## config.mk

```make
export PLATFORM = sky130hd
export DESIGN_NAME = alu2_operand_fetch_flat
export DESIGN_NICKNAME = d
export VERILOG_FILES = /design/src/rtl/alu2_pkg.sv /design/src/rtl/alu2_operand_fetch_if.sv /design/src/rtl/alu2_opsel.sv /design/src/rtl/alu2_operand_fetch.sv /design/src/flat_wrapper.sv
export SDC_FILE = /design/constraint.sdc
export NUM_CORES = 2
export LEC_CHECK = 0
export ABC_AREA = 1
export CAP_MARGIN = 25
export CORE_AREA = 3 3 532 534
export DETAILED_ROUTE_END_ITERATION = 16
export DIE_AREA = 0 0 535 537
export GPL_TIMING_DRIVEN = 0
export PLACE_DENSITY = 0.51
export SLEW_MARGIN = 20
export SYNTH_ARGS = -nofsm -noshare
export SYNTH_HDL_FRONTEND = slang
export SYNTH_SLANG_ARGS = --single-unit
```

## constraint.sdc

```tcl
create_clock -name clk -period 2.85 [get_ports clk]
set_input_delay 0.4275 -clock clk [delete_from_list [all_inputs] [get_ports clk]]
set_output_delay 0.4275 -clock clk [all_outputs]
set_load 0.01 [all_outputs]
```

## src/rtl/alu2_pkg.sv

```systemverilog
// Shared alu_2 definitions: opcode values, action field positions, issue FSM states and
// opcode classification helpers.
package alu2_pkg;

   localparam logic [3:0] OP_ADD   = 4'b0001;
   localparam logic [3:0] OP_SUB   = 4'b0010;
   localparam logic [3:0] OP_ADDI  = 4'b1001;
   localparam logic [3:0] OP_SUBI  = 4'b1010;
   localparam logic [3:0] OP_STORE = 4'b1000;
   localparam logic [3:0] OP_LOAD  = 4'b1011;

   localparam int unsigned OPCODE_MSB = 24;
   localparam int unsigned OPCODE_LSB = 21;
   localparam int unsigned SRC1_MSB   = 20;
   localparam int unsigned SRC1_LSB   = 16;
   localparam int unsigned SRC2_MSB   = 15;
   localparam int unsigned SRC2_LSB   = 11;
   localparam int unsigned IMM_MSB    = 15;
   localparam int unsigned IMM_LSB    = 0;
   localparam int unsigned SRC_W      = 5;

   typedef enum logic [0:0] {
      IDLE_S = 1'b0,
      BUSY_S = 1'b1
   } alu2_state_e;

   function automatic logic is_supported(input logic [3:0] op);
      case (op)
         OP_ADD, OP_SUB, OP_ADDI, OP_SUBI, OP_STORE, OP_LOAD: return 1'b1;
         default: return 1'b0;
      endcase
   endfunction

   // Every opcode with bit 3 set takes its second operand from imm16.
   function automatic logic uses_imm(input logic [3:0] op);
      return op[3];
   endfunction

endpackage

```

## src/rtl/alu2_operand_fetch_if.sv

```systemverilog
// Upstream PHV+action handshake into the alu_2 operand-fetch stage.
interface alu2_operand_fetch_if #(
   parameter int unsigned DATA_WIDTH = 48,
   parameter int unsigned NUM_CONT   = 24,
   parameter int unsigned ACTION_LEN = 25
);

   logic                           in_valid;
   logic                           in_ready;
   logic [NUM_CONT*DATA_WIDTH-1:0] phv_in;
   logic [ACTION_LEN-1:0]          action_in;
   logic                           act_en;

   modport master (
      output in_valid,
      output phv_in,
      output action_in,
      output act_en,
      input  in_ready
   );

   modport slave (
      input  in_valid,
      input  phv_in,
      input  action_in,
      input  act_en,
      output in_ready
   );

endinterface

```

## src/rtl/alu2_opsel.sv

```systemverilog
// Combinational PHV container selector; an index past the last container yields zero.
module alu2_opsel
   import alu2_pkg::*;
#(
   parameter int unsigned DATA_WIDTH = 48,
   parameter int unsigned NUM_CONT   = 24
) (
   input  logic [NUM_CONT*DATA_WIDTH-1:0] phv,
   input  logic [SRC_W-1:0]               idx,
   output logic [DATA_WIDTH-1:0]          operand
);

   always_comb begin
      operand = '0;
      for (int unsigned k = 0; k < NUM_CONT; k++) begin
         if (32'(idx) == k) begin
            operand = phv[k*DATA_WIDTH +: DATA_WIDTH];
         end
      end
   end

endmodule

```

## src/rtl/alu2_operand_fetch.sv

```systemverilog
// Issue stage feeding one alu_2 lane: one-entry PHV+action buffer, operand select, issue FSM
// with watchdog. Define ALU2_OPFETCH_PERF_EN to add issue_cnt/stall_cnt counter ports.
module alu2_operand_fetch
   import alu2_pkg::*;
#(
   parameter int unsigned DATA_WIDTH = 48,
   parameter int unsigned NUM_CONT   = 24,
   parameter int unsigned ACTION_LEN = 25,
   parameter int unsigned LANE_IDX   = 0,
   parameter int unsigned TIMEOUT    = 8
) (
   input  logic                  clk,
   input  logic                  rst,
   alu2_operand_fetch_if.slave   up,
   output logic [ACTION_LEN-1:0] alu_action,
   output logic                  alu_action_valid,
   output logic [DATA_WIDTH-1:0] alu_operand_1,
   output logic [DATA_WIDTH-1:0] alu_operand_2,
   output logic [DATA_WIDTH-1:0] alu_operand_3,
   input  logic                  alu_done,
   output logic                  busy,
   output logic                  err_timeout
`ifdef ALU2_OPFETCH_PERF_EN
   ,
   output logic [31:0]           issue_cnt,
   output logic [31:0]           stall_cnt
`endif
);

   localparam int unsigned WdW = (TIMEOUT > 1) ? $clog2(TIMEOUT) : 1;

   alu2_state_e                    state_q, state_d;
   logic [WdW-1:0]                 wd_q, wd_d;
   logic                           buf_valid_q, buf_valid_d;
   logic [NUM_CONT*DATA_WIDTH-1:0] buf_phv_q, buf_phv_d;
   logic [ACTION_LEN-1:0]          buf_action_q, buf_action_d;
   logic                           buf_act_en_q, buf_act_en_d;
   logic [ACTION_LEN-1:0]          action_q, action_d;
   logic                           valid_q, valid_d;
   logic [DATA_WIDTH-1:0]          op1_q, op1_d, op2_q, op2_d, op3_q, op3_d;
   logic                           err_q, err_d;

   logic [3:0]                     opcode;
   logic                           issue;
   logic [DATA_WIDTH-1:0]          sel1, sel2, sel3, op2_mux;

   assign opcode = buf_action_q[OPCODE_MSB:OPCODE_LSB];
   assign issue  = (state_q == IDLE_S) && buf_valid_q && buf_act_en_q && is_supported(opcode);

   alu2_opsel #(.DATA_WIDTH(DATA_WIDTH), .NUM_CONT(NUM_CONT)) u_sel1 (
      .phv     (buf_phv_q),
      .idx     (buf_action_q[SRC1_MSB:SRC1_LSB]),
      .operand (sel1)
   );

   alu2_opsel #(.DATA_WIDTH(DATA_WIDTH), .NUM_CONT(NUM_CONT)) u_sel2 (
      .phv     (buf_phv_q),
      .idx     (buf_action_q[SRC2_MSB:SRC2_LSB]),
      .operand (sel2)
   );

   alu2_opsel #(.DATA_WIDTH(DATA_WIDTH), .NUM_CONT(NUM_CONT)) u_sel3 (
      .phv     (buf_phv_q),
      .idx     (SRC_W'(LANE_IDX)),
      .operand (sel3)
   );

   assign op2_mux = uses_imm(opcode) ? DATA_WIDTH'(buf_action_q[IMM_MSB:IMM_LSB]) : sel2;

   always_comb begin
      state_d      = state_q;
      wd_d         = wd_q;
      buf_valid_d  = buf_valid_q;
      buf_phv_d    = buf_phv_q;
      buf_action_d = buf_action_q;
      buf_act_en_d = buf_act_en_q;
      action_d     = action_q;
      valid_d      = 1'b0;
      op1_d        = op1_q;
      op2_d        = op2_q;
      op3_d        = op3_q;
      err_d        = err_q;

      // Capture only into an empty buffer; draining needs a full one, so the two never collide.
      if (up.in_valid && !buf_valid_q) begin
         buf_valid_d  = 1'b1;
         buf_phv_d    = up.phv_in;
         buf_action_d = up.action_in;
         buf_act_en_d = up.act_en;
      end

      unique case (state_q)
         IDLE_S: begin
            if (buf_valid_q) begin
               buf_valid_d = 1'b0;
               if (issue) begin
                  action_d = buf_action_q;
                  valid_d  = 1'b1;
                  op1_d    = sel1;
                  op2_d    = op2_mux;
                  op3_d    = sel3;
                  wd_d     = '0;
                  state_d  = BUSY_S;
               end
            end
         end
         BUSY_S: begin
            if (alu_done) begin
               state_d = IDLE_S;
            end else if (wd_q == WdW'(TIMEOUT - 1)) begin
               err_d   = 1'b1;
               state_d = IDLE_S;
            end else begin
               wd_d = wd_q + 1'b1;
            end
         end
         default: state_d = IDLE_S;
      endcase
   end

   always_ff @(posedge clk) begin
      if (rst) begin
         state_q      <= IDLE_S;
         wd_q         <= '0;
         buf_valid_q  <= 1'b0;
         buf_phv_q    <= '0;
         buf_action_q <= '0;
         buf_act_en_q <= 1'b0;
         action_q     <= '0;
         valid_q      <= 1'b0;
         op1_q        <= '0;
         op2_q        <= '0;
         op3_q        <= '0;
         err_q        <= 1'b0;
      end else begin
         state_q      <= state_d;
         wd_q         <= wd_d;
         buf_valid_q  <= buf_valid_d;
         buf_phv_q    <= buf_phv_d;
         buf_action_q <= buf_action_d;
         buf_act_en_q <= buf_act_en_d;
         action_q     <= action_d;
         valid_q      <= valid_d;
         op1_q        <= op1_d;
         op2_q        <= op2_d;
         op3_q        <= op3_d;
         err_q        <= err_d;
      end
   end

   assign up.in_ready        = ~buf_valid_q;
   assign alu_action         = action_q;
   assign alu_action_valid   = valid_q;
   assign alu_operand_1      = op1_q;
   assign alu_operand_2      = op2_q;
   assign alu_operand_3      = op3_q;
   assign busy               = (state_q == BUSY_S);
   assign err_timeout        = err_q;

`ifdef ALU2_OPFETCH_PERF_EN
   logic [31:0] issue_cnt_q, stall_cnt_q;

   always_ff @(posedge clk) begin
      if (rst) begin
         issue_cnt_q <= '0;
         stall_cnt_q <= '0;
      end else begin
         if (issue) begin
            issue_cnt_q <= issue_cnt_q + 32'd1;
         end
         if (buf_valid_q && (state_q == BUSY_S)) begin
            stall_cnt_q <= stall_cnt_q + 32'd1;
         end
      end
   end

   assign issue_cnt = issue_cnt_q;
   assign stall_cnt = stall_cnt_q;
`endif

endmodule
```

## src/flat_wrapper.sv

```systemverilog
// flat-port wrapper written by rule: the top's interface ports become plain ports
module alu2_operand_fetch_flat import alu2_pkg::*;
#(
   parameter int unsigned DATA_WIDTH = 48,
   parameter int unsigned NUM_CONT   = 24,
   parameter int unsigned ACTION_LEN = 25,
   parameter int unsigned LANE_IDX   = 0,
   parameter int unsigned TIMEOUT    = 8
)
  (clk, rst, alu_action, alu_action_valid, alu_operand_1, alu_operand_2, alu_operand_3, alu_done, busy, err_timeout, up_in_valid, up_phv_in, up_action_in, up_act_en, up_in_ready);
  alu2_operand_fetch_if #(.DATA_WIDTH(DATA_WIDTH), .NUM_CONT(NUM_CONT), .ACTION_LEN(ACTION_LEN)) up_i ();
  input  logic clk;
  input  logic rst;
  output logic [ACTION_LEN-1:0] alu_action;
  output logic alu_action_valid;
  output logic [DATA_WIDTH-1:0] alu_operand_1;
  output logic [DATA_WIDTH-1:0] alu_operand_2;
  output logic [DATA_WIDTH-1:0] alu_operand_3;
  input  logic alu_done;
  output logic busy;
  output logic err_timeout;
  input wire logic [$bits(up_i.in_valid)-1:0] up_in_valid;
  input wire logic [$bits(up_i.phv_in)-1:0] up_phv_in;
  input wire logic [$bits(up_i.action_in)-1:0] up_action_in;
  input wire logic [$bits(up_i.act_en)-1:0] up_act_en;
  output wire logic [$bits(up_i.in_ready)-1:0] up_in_ready;
  assign up_i.in_valid = up_in_valid;
  assign up_i.phv_in = up_phv_in;
  assign up_i.action_in = up_action_in;
  assign up_i.act_en = up_act_en;
  assign up_in_ready = up_i.in_ready;
  alu2_operand_fetch #(.DATA_WIDTH(DATA_WIDTH), .NUM_CONT(NUM_CONT), .ACTION_LEN(ACTION_LEN), .LANE_IDX(LANE_IDX), .TIMEOUT(TIMEOUT)) u_core (.clk(clk), .rst(rst), .up(up_i), .alu_action(alu_action), .alu_action_valid(alu_action_valid), .alu_operand_1(alu_operand_1), .alu_operand_2(alu_operand_2), .alu_operand_3(alu_operand_3), .alu_done(alu_done), .busy(busy), .err_timeout(err_timeout));
endmodule
```

==> metrics.csv <==
stage,metric,value,unit
cts,htreeDepth,4,
setup_path,reg2reg_depth,18,
global_routing,antenna_found_initial,128,
floorplan,start_util,22.7,%
sta,fmax,218,MHz
setup_path,r2r-start,u_core.buf_action_q[19]$_SDFFE_PP0P_,
layout,final_area,96800,um2
logic_synthesis,synthXorXnorAreaFrac,0,%
detailed_routing,ant_nets,0,
setup_path,r2r-end,u_core.alu_operand_1[22]$_SDFFE_PP0P_,
floorplan,io-pin-count,1355,
power_and_ir_drop,total_leakage_power,0.0370,uW
placed_design,finalWeightedCongestion,1.10,
global_routing,grt_max_degree,17,
cts,clkSinkCount,1354,
floorplan,die_w,535,um
logic_synthesis,yosys_warnings,0,
logic_synthesis,avgSynthCellArea,6.52,um2
logic_synthesis,synth_cells,9701,
logic_synthesis,netlist-cell-type-count,35,
flow_run,drv_cap,0,
detailed_routing,drc,0,
logic_synthesis,netlist_area,63300,um2
logic_synthesis,synth-compound-area-share,19.4,%
floorplan,core_area,279000,um2
setup_path,worstSetupStartpointType,flip-flop,
logic_synthesis,synth-simple-area-share,28.7,%
worst_hold_path,hold_class,input port to flip-flop,
layout,finish.net_count,12600,
cts,clk_latency,860,ps
sta,finalSetupViolCount,102,
logic_synthesis,synthAdderAreaFrac,0.0396,%
global_routing,grt_pass1_wl,672000,um
cts,cts_buffers,166,
sta,min_period_over_period,161,%
cts,cts_tree,built,
logic_synthesis,synth_top_family_by_area,simple AND/OR/NAND/NOR gates,
run_status,violations,setup timing,
cts,clockBufferDepth,3,
layout,drive_gt1_share,14.0,%
setup_path,worstPathArrival,5310,ps
sta,fin_tns_setup,-111590,ps
worst_hold_path,min_to,u_core.buf_phv_q[357]$_SDFFE_PP0P_,
detailed_routing,finalWirelength,526000,um
setup_path,required,3570,ps
sta,grt_setup_unrepaired,true,
global_routing,grt_use_total,34.8,%
global_routing,grt-ovfl-total,0,
sta,finalHoldViolations,0,
cts,clk_pin_slew,60,ps
sta,worstMarginPinSlew,1120,ps
floorplan,die_area,287000,um2
setup_path,cp_max_fo,5,
setup_path,regToRegSetupSlack,-1740,ps
worst_hold_path,hold_path_depth,3,
detailed_routing,drtIter0Drc,10600,
setup_path,end_kind,flip-flop,
global_routing,grt_pass1_vias,73100,
layout,syn_to_final_growth,53.0,%
logic_synthesis,muxShareOfSynthArea,0,%
logic_synthesis,ys_ff_latch,1354,
logic_synthesis,synth_fp_nets,10900,
sta,max_slew_margin,24.4,%
sta,whs,200,ps
sta,fin_crit,4590,ps
detailed_routing,viasPerCell,5.26,
power_and_ir_drop,ir_drop,0.547,mV
detailed_routing,vias,80700,
floorplan,rows,194,
sta,fin_worst_skew,43.0,ps
floorplan,die_height,537,um
worst_hold_path,holdCritStartpoint,up_phv_in[357],
setup_path,worstSetupPathType,flip-flop to flip-flop,
placed_design,numPortBuffers,1353,
sta,fin_ws,-1740,ps
logic_synthesis,ys_seq_area_share,42.9,%
power_and_ir_drop,powerDensity,608,nW/um2
detailed_routing,wl_per_cell,34.3,um
detailed_routing,dr.pass1.iters,6,
cts,ctsRootBufferMaster,clkbuf_16,
sta,slew_violations,0,
placed_design,place_area,81600,um2
placed_design,dp_hpwl,441000,um
cts,cts_hold_repair.buffers,0,
run_status,status,"complete, but fails checks",
==> cell usage in the layout, fill, tap and decap left out, types with 11 or more instances in the layout <==
| master | instances |
|---|---|
| a211oi_1 | 53 |
| a21oi_1 | 889 |
| a21oi_2 | 24 |
| a21oi_4 | 18 |
| buf_1 | 11 |
| buf_12 | 30 |
| buf_2 | 16 |
| buf_4 | 109 |
| buf_6 | 99 |
| buf_8 | 34 |
| bufinv_16 | 18 |
| clkbuf_1 | 542 |
| clkbuf_16 | 172 |
| clkbuf_2 | 64 |
| clkbuf_8 | 35 |
| clkdlybuf4s50_1 | 1353 |
| clkinv_2 | 33 |
| clkinvlp_4 | 15 |
| dfxtp_1 | 1343 |
| diode_2 | 53 |
| inv_1 | 785 |
| nand2_1 | 1565 |
| nand2_2 | 167 |
| nand2_4 | 124 |
| nand3_1 | 72 |
| nand3_2 | 62 |
| nand3_4 | 115 |
| nand4_1 | 383 |
| nor2_1 | 1585 |
| nor2_2 | 120 |
| nor2_4 | 200 |
| nor3_4 | 31 |
| o21ai_0 | 1331 |
| o21ai_1 | 15 |
| o22ai_4 | 26 |
==> layout make-up <==
type                    count  area (um2)
inverters                 815        3150
multi-input cells        6850       36600
clock inverters            82        1130
diodes                     53         133
well taps                3724        4660
plain buffers             678        3360
flip-flops and latches   1354       27100
clock buffers             226        4670
repair buffers           1572       15900
fillers                 30300      182000
==> worst max path at each step <==
stage | endpoint | cells past startpoint | from | slack, ps
5_1_grt | u_core.alu_operand_2[21]$_SDFFE_PP0P_ | 18 | u_core.buf_action_q[15]$_SDFFE_PP0P_ | -1600
3_5_place_dp | u_core.alu_operand_1[39]$_SDFFE_PP0P_ | 18 | u_core.buf_action_q[17]$_SDFFE_PP0P_ | -2860
4_1_cts | u_core.alu_operand_2[17]$_SDFFE_PP0P_ | 18 | u_core.buf_action_q[12]$_SDFFE_PP0P_ | -1500
3_3_place_gp | u_core.alu_operand_1[39]$_SDFFE_PP0P_ | 18 | u_core.buf_action_q[17]$_SDFFE_PP0P_ | -2830
6_report | u_core.alu_operand_1[22]$_SDFFE_PP0P_ | 18 | u_core.buf_action_q[19]$_SDFFE_PP0P_ | -1740
2_1_floorplan | u_core.alu_operand_2[26]$_SDFFE_PP0P_ | 16 | u_core.buf_action_q[11]$_SDFFE_PP0P_ | 780
==> worst max-delay path, cell delays in order (launching register included) <==
cell	delay, ps
dfxtp_4	370
nor2_4	60
buf_12	140
nand2_8	90
buf_8	130
buf_4	130
o22ai_4	60
nor2_4	180
nand4_1	340
nor2_2	340
nand4_1	330
nor2_2	310
nand4_1	310
nor2_4	250
nand4_1	330
nor2_1	260
nand4_1	410
nand2_2	310
a21oi_2	70
==> per-stage QoR <==
step | worst slack, ps | power, uW | util [%] | std cells
after floorplan | 778 | 25300 | - | 9701
after global placement | -2830 | 33100 | 29.2 | 14800
after detailed placement | -2860 | 33100 | 29.3 | 14800
after CTS | -1500 | 58100 | 34.1 | 15200
after global routing | -1600 | 59800 | 34.7 | 15300
final | -1740 | 58900 | 34.7 | 15400
==> cell usage after synthesis <==
cell / count / area, um2
nor2_1: 1889 / 7090
nand2_1: 1858 / 6970
dfxtp_1: 1354 / 27100
o21ai_0: 1353 / 6770
a21oi_1: 931 / 4660
inv_1: 790 / 2970
clkbuf_1: 603 / 2260
nand4_1: 383 / 2400
nand3_1: 248 / 1240
a211oi_1: 53 / 398
buf_2: 50 / 250
nor3_1: 34 / 170
o22ai_1: 33 / 206
inv_2: 23 / 86.3
buf_1: 20 / 75.1
o21ai_1: 10 / 50.1
nor2_2: 9 / 56.3
buf_4: 7 / 52.6
a22oi_1: 6 / 45.0
nand2_2: 6 / 37.5
nand3b_1: 6 / 45.0
nor2_4: 6 / 67.6
o221ai_1: 5 / 43.8
a21boi_0: 4 / 30.0
o211ai_1: 4 / 30.0
or2_2: 4 / 25.0
buf_6: 3 / 33.8
ha_1: 2 / 25.0
clkinv_1: 1 / 3.75
clkinv_2: 1 / 5.00
nand3_2: 1 / 10.0
nor3_2: 1 / 10.0
nor3_4: 1 / 16.3
nor3b_1: 1 / 7.51
o21a_1: 1 / 7.51
==> state kept, by name, indices dropped and copies added (netlist names) <==
signal                   count
u_core.buf_action_q         25
u_core.err_timeout           1
u_core.alu_action_valid      1
u_core.alu_operand_1        48
u_core.wd_q                  3
u_core.buf_act_en_q          1
u_core.buf_phv_q          1152
u_core.alu_action           25
u_core.alu_operand_3        48
u_core.buf_valid_q           1
u_core.busy                  1
u_core.alu_operand_2        48
==> layer usage <==
metal | vias to the layer above | track usage [%] | share of wire [%]
met3 | 1201 | 9.24 | 11
met1 | 38800 | 44.2 | 39
met4 | 46 | 23.1 | 8.2
met5 | - | 0 | 0.055
li1 | 35200 | - | -
met2 | 5491 | 51.6 | 42
==> cell families (layout without fill, tap and decap cells) <==
family          after synthesis  after routing
compound gates             2400           2400
fa+ha+maj                     2              2
buf+inv                    1498           3373
flops                      1354           1354
other cells                   0             53
simple gates               4447           4448
==> what timing repair did <==
| action | CTS | global route |
|---|---|---|
| pin swaps | 897 | 862 |
| cloned | 3 | 3 |
| gates resized for setup | 1626 | 321 |
| endpoints found under the setup margin | 776 | 439 |
| setup buffers | 148 | 80 |
==> where the power goes <==
group / switching [uW] / internal, uW / leakage [uW]
clock: 9910 / 13300 / 0.00282
combinational: 9700 / 4400 / 0.0230
sequential: 1310 / 20300 / 0.0112
(Power assumes the default switching activity.)
